$ cat config.mk
export PLATFORM = sky130hd
export DESIGN_NAME = sha256_round_rewind
export DESIGN_NICKNAME = d
export VERILOG_FILES = /design/src/rtl/sha256_round_rewind.sv
export SDC_FILE = /design/constraint.sdc
export NUM_CORES = 2
export LEC_CHECK = 0
export ABC_AREA = 1
export BUFFER_PORTS_ARGS = -buffer_cell sky130_fd_sc_hd__buf_2
export CAP_MARGIN = 20
export CORE_UTILIZATION = 58
export DETAILED_ROUTE_END_ITERATION = 12
export PLACE_DENSITY = 0.84
export SLEW_MARGIN = 15
export SYNTH_ARGS = -nofsm -noshare
export SYNTH_HDL_FRONTEND = slang
export SYNTH_SLANG_ARGS = --single-unit
$ cat constraint.sdc
create_clock -name clk -period 6.17 [get_ports clk]
set_input_delay 1.234 -clock clk [delete_from_list [all_inputs] [get_ports clk]]
set_output_delay 1.234 -clock clk [all_outputs]
set_load 0.02 [all_outputs]
$ cat src/rtl/sha256_round_rewind.sv
// sha256_round_rewind
//   Undoes SHA-256 compression rounds one at a time. A post-round working
//   state {a..h} is loaded together with the index of the last round that was
//   applied to it. Message words W[t] are then consumed in descending round
//   order, and each accepted word rewinds the state by one round. After round 0
//   is undone, the pre-round-0 state is presented until the consumer takes it.
//   This lets a checker recover the chaining/initial hash value that entered a
//   captured sequence of rounds.
//
// Ports
//   clk        rising-edge clock
//   rst_n      asynchronous active-low reset
//   start      load state_in/round_hi (taken only while idle)
//   state_in   {a,b,c,d,e,f,g,h}, a in [255:224]
//   round_hi   index of the last round applied to state_in
//   w_valid    w_data is valid
//   w_ready    a word is accepted this cycle when w_valid is also high
//   w_data     W[round_idx]
//   round_idx  round undone by the next accepted word
//   busy       a rewind is running or its result is waiting
//   out_valid  state_out holds the rewound state
//   out_ready  consumer takes state_out
//   state_out  rewound {a..h}; zero whenever out_valid is low
module sha256_round_rewind #(
  parameter int NUM_ROUNDS = 64,
  parameter int RW         = 6
) (
  input  logic          clk,
  input  logic          rst_n,
  input  logic          start,
  input  logic [255:0]  state_in,
  input  logic [RW-1:0] round_hi,
  input  logic          w_valid,
  output logic          w_ready,
  input  logic [31:0]   w_data,
  output logic [RW-1:0] round_idx,
  output logic          busy,
  output logic          out_valid,
  input  logic          out_ready,
  output logic [255:0]  state_out
);

  localparam logic [RW:0] NR_W = (RW+1)'(NUM_ROUNDS);

  localparam logic [31:0] K_TAB [0:63] = '{
    32'h428a2f98, 32'h71374491, 32'hb5c0fbcf, 32'he9b5dba5,
    32'h3956c25b, 32'h59f111f1, 32'h923f82a4, 32'hab1c5ed5,
    32'hd807aa98, 32'h12835b01, 32'h243185be, 32'h550c7dc3,
    32'h72be5d74, 32'h80deb1fe, 32'h9bdc06a7, 32'hc19bf174,
    32'he49b69c1, 32'hefbe4786, 32'h0fc19dc6, 32'h240ca1cc,
    32'h2de92c6f, 32'h4a7484aa, 32'h5cb0a9dc, 32'h76f988da,
    32'h983e5152, 32'ha831c66d, 32'hb00327c8, 32'hbf597fc7,
    32'hc6e00bf3, 32'hd5a79147, 32'h06ca6351, 32'h14292967,
    32'h27b70a85, 32'h2e1b2138, 32'h4d2c6dfc, 32'h53380d13,
    32'h650a7354, 32'h766a0abb, 32'h81c2c92e, 32'h92722c85,
    32'ha2bfe8a1, 32'ha81a664b, 32'hc24b8b70, 32'hc76c51a3,
    32'hd192e819, 32'hd6990624, 32'hf40e3585, 32'h106aa070,
    32'h19a4c116, 32'h1e376c08, 32'h2748774c, 32'h34b0bcb5,
    32'h391c0cb3, 32'h4ed8aa4a, 32'h5b9cca4f, 32'h682e6ff3,
    32'h748f82ee, 32'h78a5636f, 32'h84c87814, 32'h8cc70208,
    32'h90befffa, 32'ha4506ceb, 32'hbef9a3f7, 32'hc67178f2
  };

  // state   | meaning
  // S_IDLE  | waiting for start; result register content is hidden
  // S_RUN   | accepting W words, one round rewound per accept
  // S_DONE  | rewound state presented until out_ready
  typedef enum logic [1:0] {
    S_IDLE = 2'd0,
    S_RUN  = 2'd1,
    S_DONE = 2'd2
  } fsm_e;

  fsm_e          fsm_q, fsm_d;
  logic [255:0]  st_q, st_d;
  logic [RW-1:0] idx_q, idx_d;

  function automatic logic [31:0] rotr(input logic [31:0] x, input int n);
    return (x >> n) | (x << (32 - n));
  endfunction

  function automatic logic [31:0] big_sigma0(input logic [31:0] x);
    return rotr(x, 2) ^ rotr(x, 13) ^ rotr(x, 22);
  endfunction

  function automatic logic [31:0] big_sigma1(input logic [31:0] x);
    return rotr(x, 6) ^ rotr(x, 11) ^ rotr(x, 25);
  endfunction

  // Post-round words A..H of the current register contents.
  logic [31:0] pa, pb, pc, pd, pe, pf, pg, ph;
  // Recovered pre-round words.
  logic [31:0] ra, rb, rc, rd, re, rf, rg, rh;
  logic [31:0] t1, t2, ch_v, maj_v;
  logic [255:0] prev_state;
  logic hi_ok;

  assign {pa, pb, pc, pd, pe, pf, pg, ph} = st_q;

  // Every pre-round word except d and h is just shifted one slot.
  assign ra = pb;
  assign rb = pc;
  assign rc = pd;
  assign re = pf;
  assign rf = pg;
  assign rg = ph;

  assign maj_v = (ra & rb) ^ (ra & rc) ^ (rb & rc);
  assign ch_v  = (re & rf) ^ (~re & rg);
  assign t2    = big_sigma0(ra) + maj_v;
  // A = T1 + T2 and E = d + T1 in the forward round, so both invert directly.
  assign t1    = pa - t2;
  assign rd    = pe - t1;
  assign rh    = t1 - big_sigma1(re) - ch_v - K_TAB[idx_q] - w_data;

  assign prev_state = {ra, rb, rc, rd, re, rf, rg, rh};
  assign hi_ok      = {1'b0, round_hi} < NR_W;

  always_comb begin
    fsm_d     = fsm_q;
    st_d      = st_q;
    idx_d     = idx_q;
    w_ready   = 1'b0;
    busy      = 1'b0;
    out_valid = 1'b0;
    case (fsm_q)
      S_IDLE: begin
        if (start && hi_ok) begin
          fsm_d = S_RUN;
          st_d  = state_in;
          idx_d = round_hi;
        end
      end
      S_RUN: begin
        w_ready = 1'b1;
        busy    = 1'b1;
        if (w_valid) begin
          st_d = prev_state;
          if (idx_q == '0) begin
            fsm_d = S_DONE;
          end else begin
            idx_d = idx_q - 1'b1;
          end
        end
      end
      S_DONE: begin
        busy      = 1'b1;
        out_valid = 1'b1;
        // start is deliberately ignored here, even together with out_ready.
        if (out_ready) begin
          fsm_d = S_IDLE;
        end
      end
      default: begin
        fsm_d = S_IDLE;
      end
    endcase
  end

  always_ff @(posedge clk or negedge rst_n) begin
    if (!rst_n) begin
      fsm_q <= S_IDLE;
      st_q  <= '0;
      idx_q <= '0;
    end else begin
      fsm_q <= fsm_d;
      st_q  <= st_d;
      idx_q <= idx_d;
    end
  end

  assign round_idx = idx_q;
  assign state_out = out_valid ? st_q : '0;

endmodule

### Word-level counts from Yosys, hierarchy flattened

Memories as Yosys holds them, arrays and structs flattened.
Index checks and enable logic that the tools add are counted.

| word-level totals | value |
|---|---|
| register bits | 264 |
| latch bits | 0 |
| memory bits (writable) | 0 |
| memory bits (read-only) | 2,048 |
| input port bits | 299 |
| logic and storage cells | 65 |
| memories | 1 |

| operators by class | value |
|---|---|
| add/subtract/negate cells | 8 |
| multiply operators | 0 |
| divide/modulo/power cells | 0 |
| $lt $le $gt $ge | 1 |
| equality and inequality tests | 7 |
| shift operators | 0 |
| mux-type cells | 18 |
| bitwise gates (word level) | 20 |
| reductions and logical operators | 7 |

Memory list:

| name | depth | bits a word | read ports | clocked after memory_dff | write ports | RTL line | text |
|---|---|---|---|---|---|---|---|
| (no name shown) | 64 | 32 | 1 | 0 | 0 | 114 | `assign rh = t1 - big_sigma1(re) - ch_v - K_TAB[idx_q] - w_data;` |

Operators by type and width:

| operator | count |
|---|---|
| 256-bit two-way mux | 3 |
| 256-bit one-hot mux with 2 select lines | 1 |
| 32-bit bitwise XOR | 7 |
| 32-bit subtractor | 6 |
| 32-bit AND | 5 |
| 32-bit two-way mux | 2 |
| 32-bit adder | 1 |
| 32-bit inverter | 1 |
| 10-bit by 32-bit bitwise OR with 32-bit output | 1 |
| 19-bit by 32-bit bitwise OR with 32-bit output | 1 |
| 21-bit by 32-bit bitwise OR with 32-bit output | 1 |
| 26-bit by 32-bit bitwise OR with 32-bit output | 1 |
| 30-bit by 32-bit bitwise OR with 32-bit output | 1 |
| 7-bit by 32-bit bitwise OR with 32-bit output | 1 |
| 6-bit two-way mux | 3 |
| 6-bit one-hot mux with 2 select lines | 1 |
| 2-bit inequality test (second input constant) | 5 |
| 2-bit two-way mux | 4 |
| 4-bit AND reduction | 2 |
| 7-bit greater-or-equal comparator (second input constant) | 1 |
| 6-bit inverter with 7-bit output | 1 |
| 6-bit zero test | 1 |
| 2-bit one-hot mux with 3 select lines | 1 |
| 6-bit by 1-bit subtractor with 6-bit output (second input constant) | 1 |
| other kinds (7) | 9 |

### Logic depth before layout (Yosys ltp)

| logic depth | value |
|---|---|
| word-level depth | 11 |
| gate-level depth with buffers | 37 |
| gate-level depth less buffers | 36 |

### Worst setup path before layout

Ideal clock, no wire load.

| timing path | value |
|---|---|
| path type | reg2reg |
| from | register idx_q[0] (netlist: round_idx[0]) |
| to | register st_q[18] |
| setup time | 0.123 ns |
| arrival time | 5.083 ns |
| required time | 6.047 ns |
| setup slack | 0.964 ns |
| stages on the path, launching flop included | 27 |
| buffers on the path | 1 |
| path through | dfrtp_1 clkbuf_1 inv_1 ha_1 nand2_1 inv_1 nor2_1 inv_1 o21ai_0 o31ai_1 nand2_1 nand2_1 fa_1 fa_1 fa_1 inv_1 fa_1 nand3_1 nand3_1 a21boi_2 inv_1 nand2_1 nand3_2 a21oi_1 xnor2_1 o21ai_0 nand2_1 |

| on the way | value |
|---|---|
| word-level cells in the longest chain between the ends | 8 |

Ends and longest elaborated chain:

| element | RTL line | text |
|---|---|---|
| from (decl) | 76 | `logic [RW-1:0] idx_q, idx_d;` |
| from (signal assigned) | 168 | `idx_q <= idx_d;` |
| 6-bit inverter with 7-bit output (not written as such) | 114 |  |
| memory read 64 x 32 bit | -- |  |
| 32-bit two-way mux (not written as such) (2 in a row) | 114 |  |
| 32-bit subtractor (2 in a row) | 114 |  |
| 256-bit two-way mux | 137 | `if (w_valid) begin` |
| 256-bit one-hot mux with 2 select lines | 126 | `case (fsm_q)` |
| to (signal assigned) | 167 | `st_q <= st_d;` |
| to (decl) | 75 | `logic [255:0] st_q, st_d;` |

Every way passes these cells. The select of a mux whose other input is x is not followed.
A chain may end at the register's enable or synchronous reset.

### Worst setup path after layout

| timing path | value |
|---|---|
| from | register idx_q[2] (netlist: round_idx[2]) |
| to | register st_q[20] |

Same word-level chain as after synthesis.

==> impl_metrics.tcl <==
set metrics [dict create \
    synth_common_cells "nand2_1, inv_1, o21ai_0" \
    synth-async-reset-ratio_pct 100.0 \
    std_cell_rows 80 \
    ioPinCount 564 \
    cp_max_fo 16 \
    hold_viol_final 0 \
    period_share_pct 96.89 \
    netlist_area_mm2 0.02801 \
    synth_nets 4712 \
    synth_top_area_share_pct 23.59 \
    place_congestion 1.104 \
    synth_compound_area_share_pct 20.29 \
    worst_setup_path_start_kind "flop" \
    grt_pass1_vias 30121 \
    syn_inst 4164 \
    crit_arrival_ps 6490 \
    start_util_pct 58.79 \
    crit_type "flop to flop" \
    synth_edf_count 0 \
    nFillCells 3928 \
    drv_slew 0 \
    drive_gt1_share_pct 18.74 \
    rsz0062_at_grt "false" \
    multi_input_area_mm2 0.01736 \
    grt_use_total_pct 49.25 \
    hold_buffers 0 \
    clk_latency_ps 610 \
    core_area_mm2 0.04765 \
    fmax_ghz 0.1673 \
    synth_xor_area_share_pct 5.843 \
    die_area_mm2 0.04918 \
    htree_levels 1 \
    yosys-top-cells-area "dfrtp_1, nand2_1, inv_1, fa_1, o21ai_0" \
    drc_errors 0 \
    dr.pass1.iters 9 \
    synthSimpleGateAreaFrac_pct 20.61 \
    maxCapViolations 0 \
    antenna_left 0 \
    cts_tree "yes" \
    nets 5268 \
    antenna_found_initial 4 \
    fp.dieH_um 221.8 \
    yosysMostFrequentCell "nand2_1" \
    min_from "st_q[47]$_DFFE_PN0P_" \
    cts_root_buf "clkbuf_16" \
    muxShareOfSynthArea_pct 0 \
    grt_max_degree 240 \
    viasPerCell 6.017 \
    drt_iter0_markers 4683 \
    fin_tns_setup_ps 0 \
    grt_pass1_wl_um 182100 \
    critPathRequiredTime_ps 6680 \
    cts_resized 0 \
    critPathCaptureType "flop" \
    numCtsBuffers 30 \
    syn_area_per_cell_um2 6.727 \
    fin_skew_ps 19.14 \
    synth_flop_cell "dfrtp_1" \
    setup.worst_path.start "round_idx[2]$_DFFE_PN0P_" \
    yosysWarnings 0 \
    clockBufferDepth 3 \
    synth_top_area_cell "dfrtp_1" \
    drt-total-wl_um 124300 \
    vias 32228 \
    wl_per_cell_um 23.20 \
    cts.sinks 264 \
    synth_top_family_by_area "simple AND/OR/NAND/NOR gates" \
    dpl.hpwl_um 98170 \
    ys_seq_area_share_pct 23.59 \
    cts_setup_buffers 0 \
    relSlewSlack_pct 32.24 \
    area_growth_pct 18.79 \
    clkTransAtPathRegs_ps 60 \
    overflow 0 \
    min_path_type "flop to flop" \
    register_area_mm2 0.006611 \
    status "complete, no violations" \
    tightest_slew_ps 1016 \
    post_synth_num_cell_types 68 \
    yosys.area_share.adder_pct 14.94 \
    io_buffers 563 \
    ys_seq_elements 264 \
    min_period_ps 5978 \
    finalSetupViolCount 0 \
    die_w_um 221.8 \
    r2r_start "round_idx[2]$_DFFE_PN0P_" \
]
==> area by class of cell <==
type	count	share of cell area [%]
clock buffer	42	2.572
sequential	264	19.87
antenna	3	0.02256
clock inverter	8	0.3271
multi-input combinational	2831	52.17
inverter	837	9.457
timing repair buffer	756	13.27
tap	615	2.313
==> worst max-delay path: stages, from the launching register on <==
cell	delay [ps]
dfrtp_1	340
clkinv_1	450
nor2_1	900
inv_1	160
a21oi_1	280
o21ai_0	160
a31oi_1	240
buf_4	160
fa_1	400
fa_1	490
inv_1	70
fa_1	460
ha_1	330
nand2_1	70
buf_4	140
nor2_1	130
inv_1	70
nor2_1	200
nand4_1	140
nand3_1	170
xor2_1	320
o21ai_0	110
o21ai_0	90
==> layer usage <==
metal	GRT usage, %	wire (um)	vias up	share of wire [%]
met1	63.29	45080	14869	36
met5	0	8	-	0.0064
met4	32.64	9893	2	8.0
met3	13.04	16820	589	14
li1	-	-	14211	-
met2	73.04	52470	2557	42
==> sequential cells by signal (all words and copies together), names as in the netlist <==
register and cells:
st_q 256, fsm_q 2, round_idx 6
==> cells in the final DEF, fill, tap and decap left out, drive strengths merged, types with 13 or more instances in the layout <==
cell type / synthesis / routed
nand2: 958 / 958
ha: 124 / 124
dfrtp: 264 / 264
a21o: 13 / 13
clkbuf: 142 / 42
o22ai: 25 / 25
nor2: 325 / 325
o21ai: 408 / 408
nand3: 100 / 100
xor2: 101 / 101
buf: 90 / 756
maj3: 13 / 13
o21bai: 20 / 20
xnor2: 85 / 85
a31oi: 20 / 20
o211ai: 152 / 152
o31ai: 47 / 47
nand4: 13 / 13
fa: 125 / 125
nor3: 22 / 22
inv: 836 / 837
a21oi: 195 / 195
==> cells by family (layout without fill, tap and decap cells) <==
kind of cell             Yosys count  count (layout)
other                              0               3
XOR/XNOR                         186             186
AND/OR/NAND/NOR                 1440            1440
flip-flops                       264             264
adder cells (fa/ha/maj)          262             262
buffers and inverters           1069            1643
AO/OA/AOI/OAI                    943             943
==> through the flow <==
step	worst slack, ps	cells	hold slack [ps]	utilization, %	cell area, um^2
2_1_floorplan	963.5	4164	473.6	-	28010
3_3_place_gp	275.6	5303	492.6	67.67	32240
3_5_place_dp	231.3	5303	498.0	67.67	32240
4_1_cts	200.8	5353	513.0	69.69	33210
5_1_grt	13.05	5354	538.7	69.83	33270
6_report	191.8	5356	514.6	69.84	33270
==> path summary, 6_finish.rpt <==
kind                                          to  slack [ps]  depth (start not counted)
max reg2reg                 st_q[20]$_DFFE_PN0P_         190                         22
max in group asynchronous   st_q[94]$_DFFE_PN0P_        4380                          2
min in group asynchronous  st_q[224]$_DFFE_PN0P_         600                          1
min reg2reg                 st_q[47]$_DFFE_PN0P_         510                          2
max                         st_q[20]$_DFFE_PN0P_         190                         22
min                         st_q[47]$_DFFE_PN0P_         510                          2
Power is not shown: default switching activity piles up to over one toggle a cycle in this logic, so the estimate is an artifact.
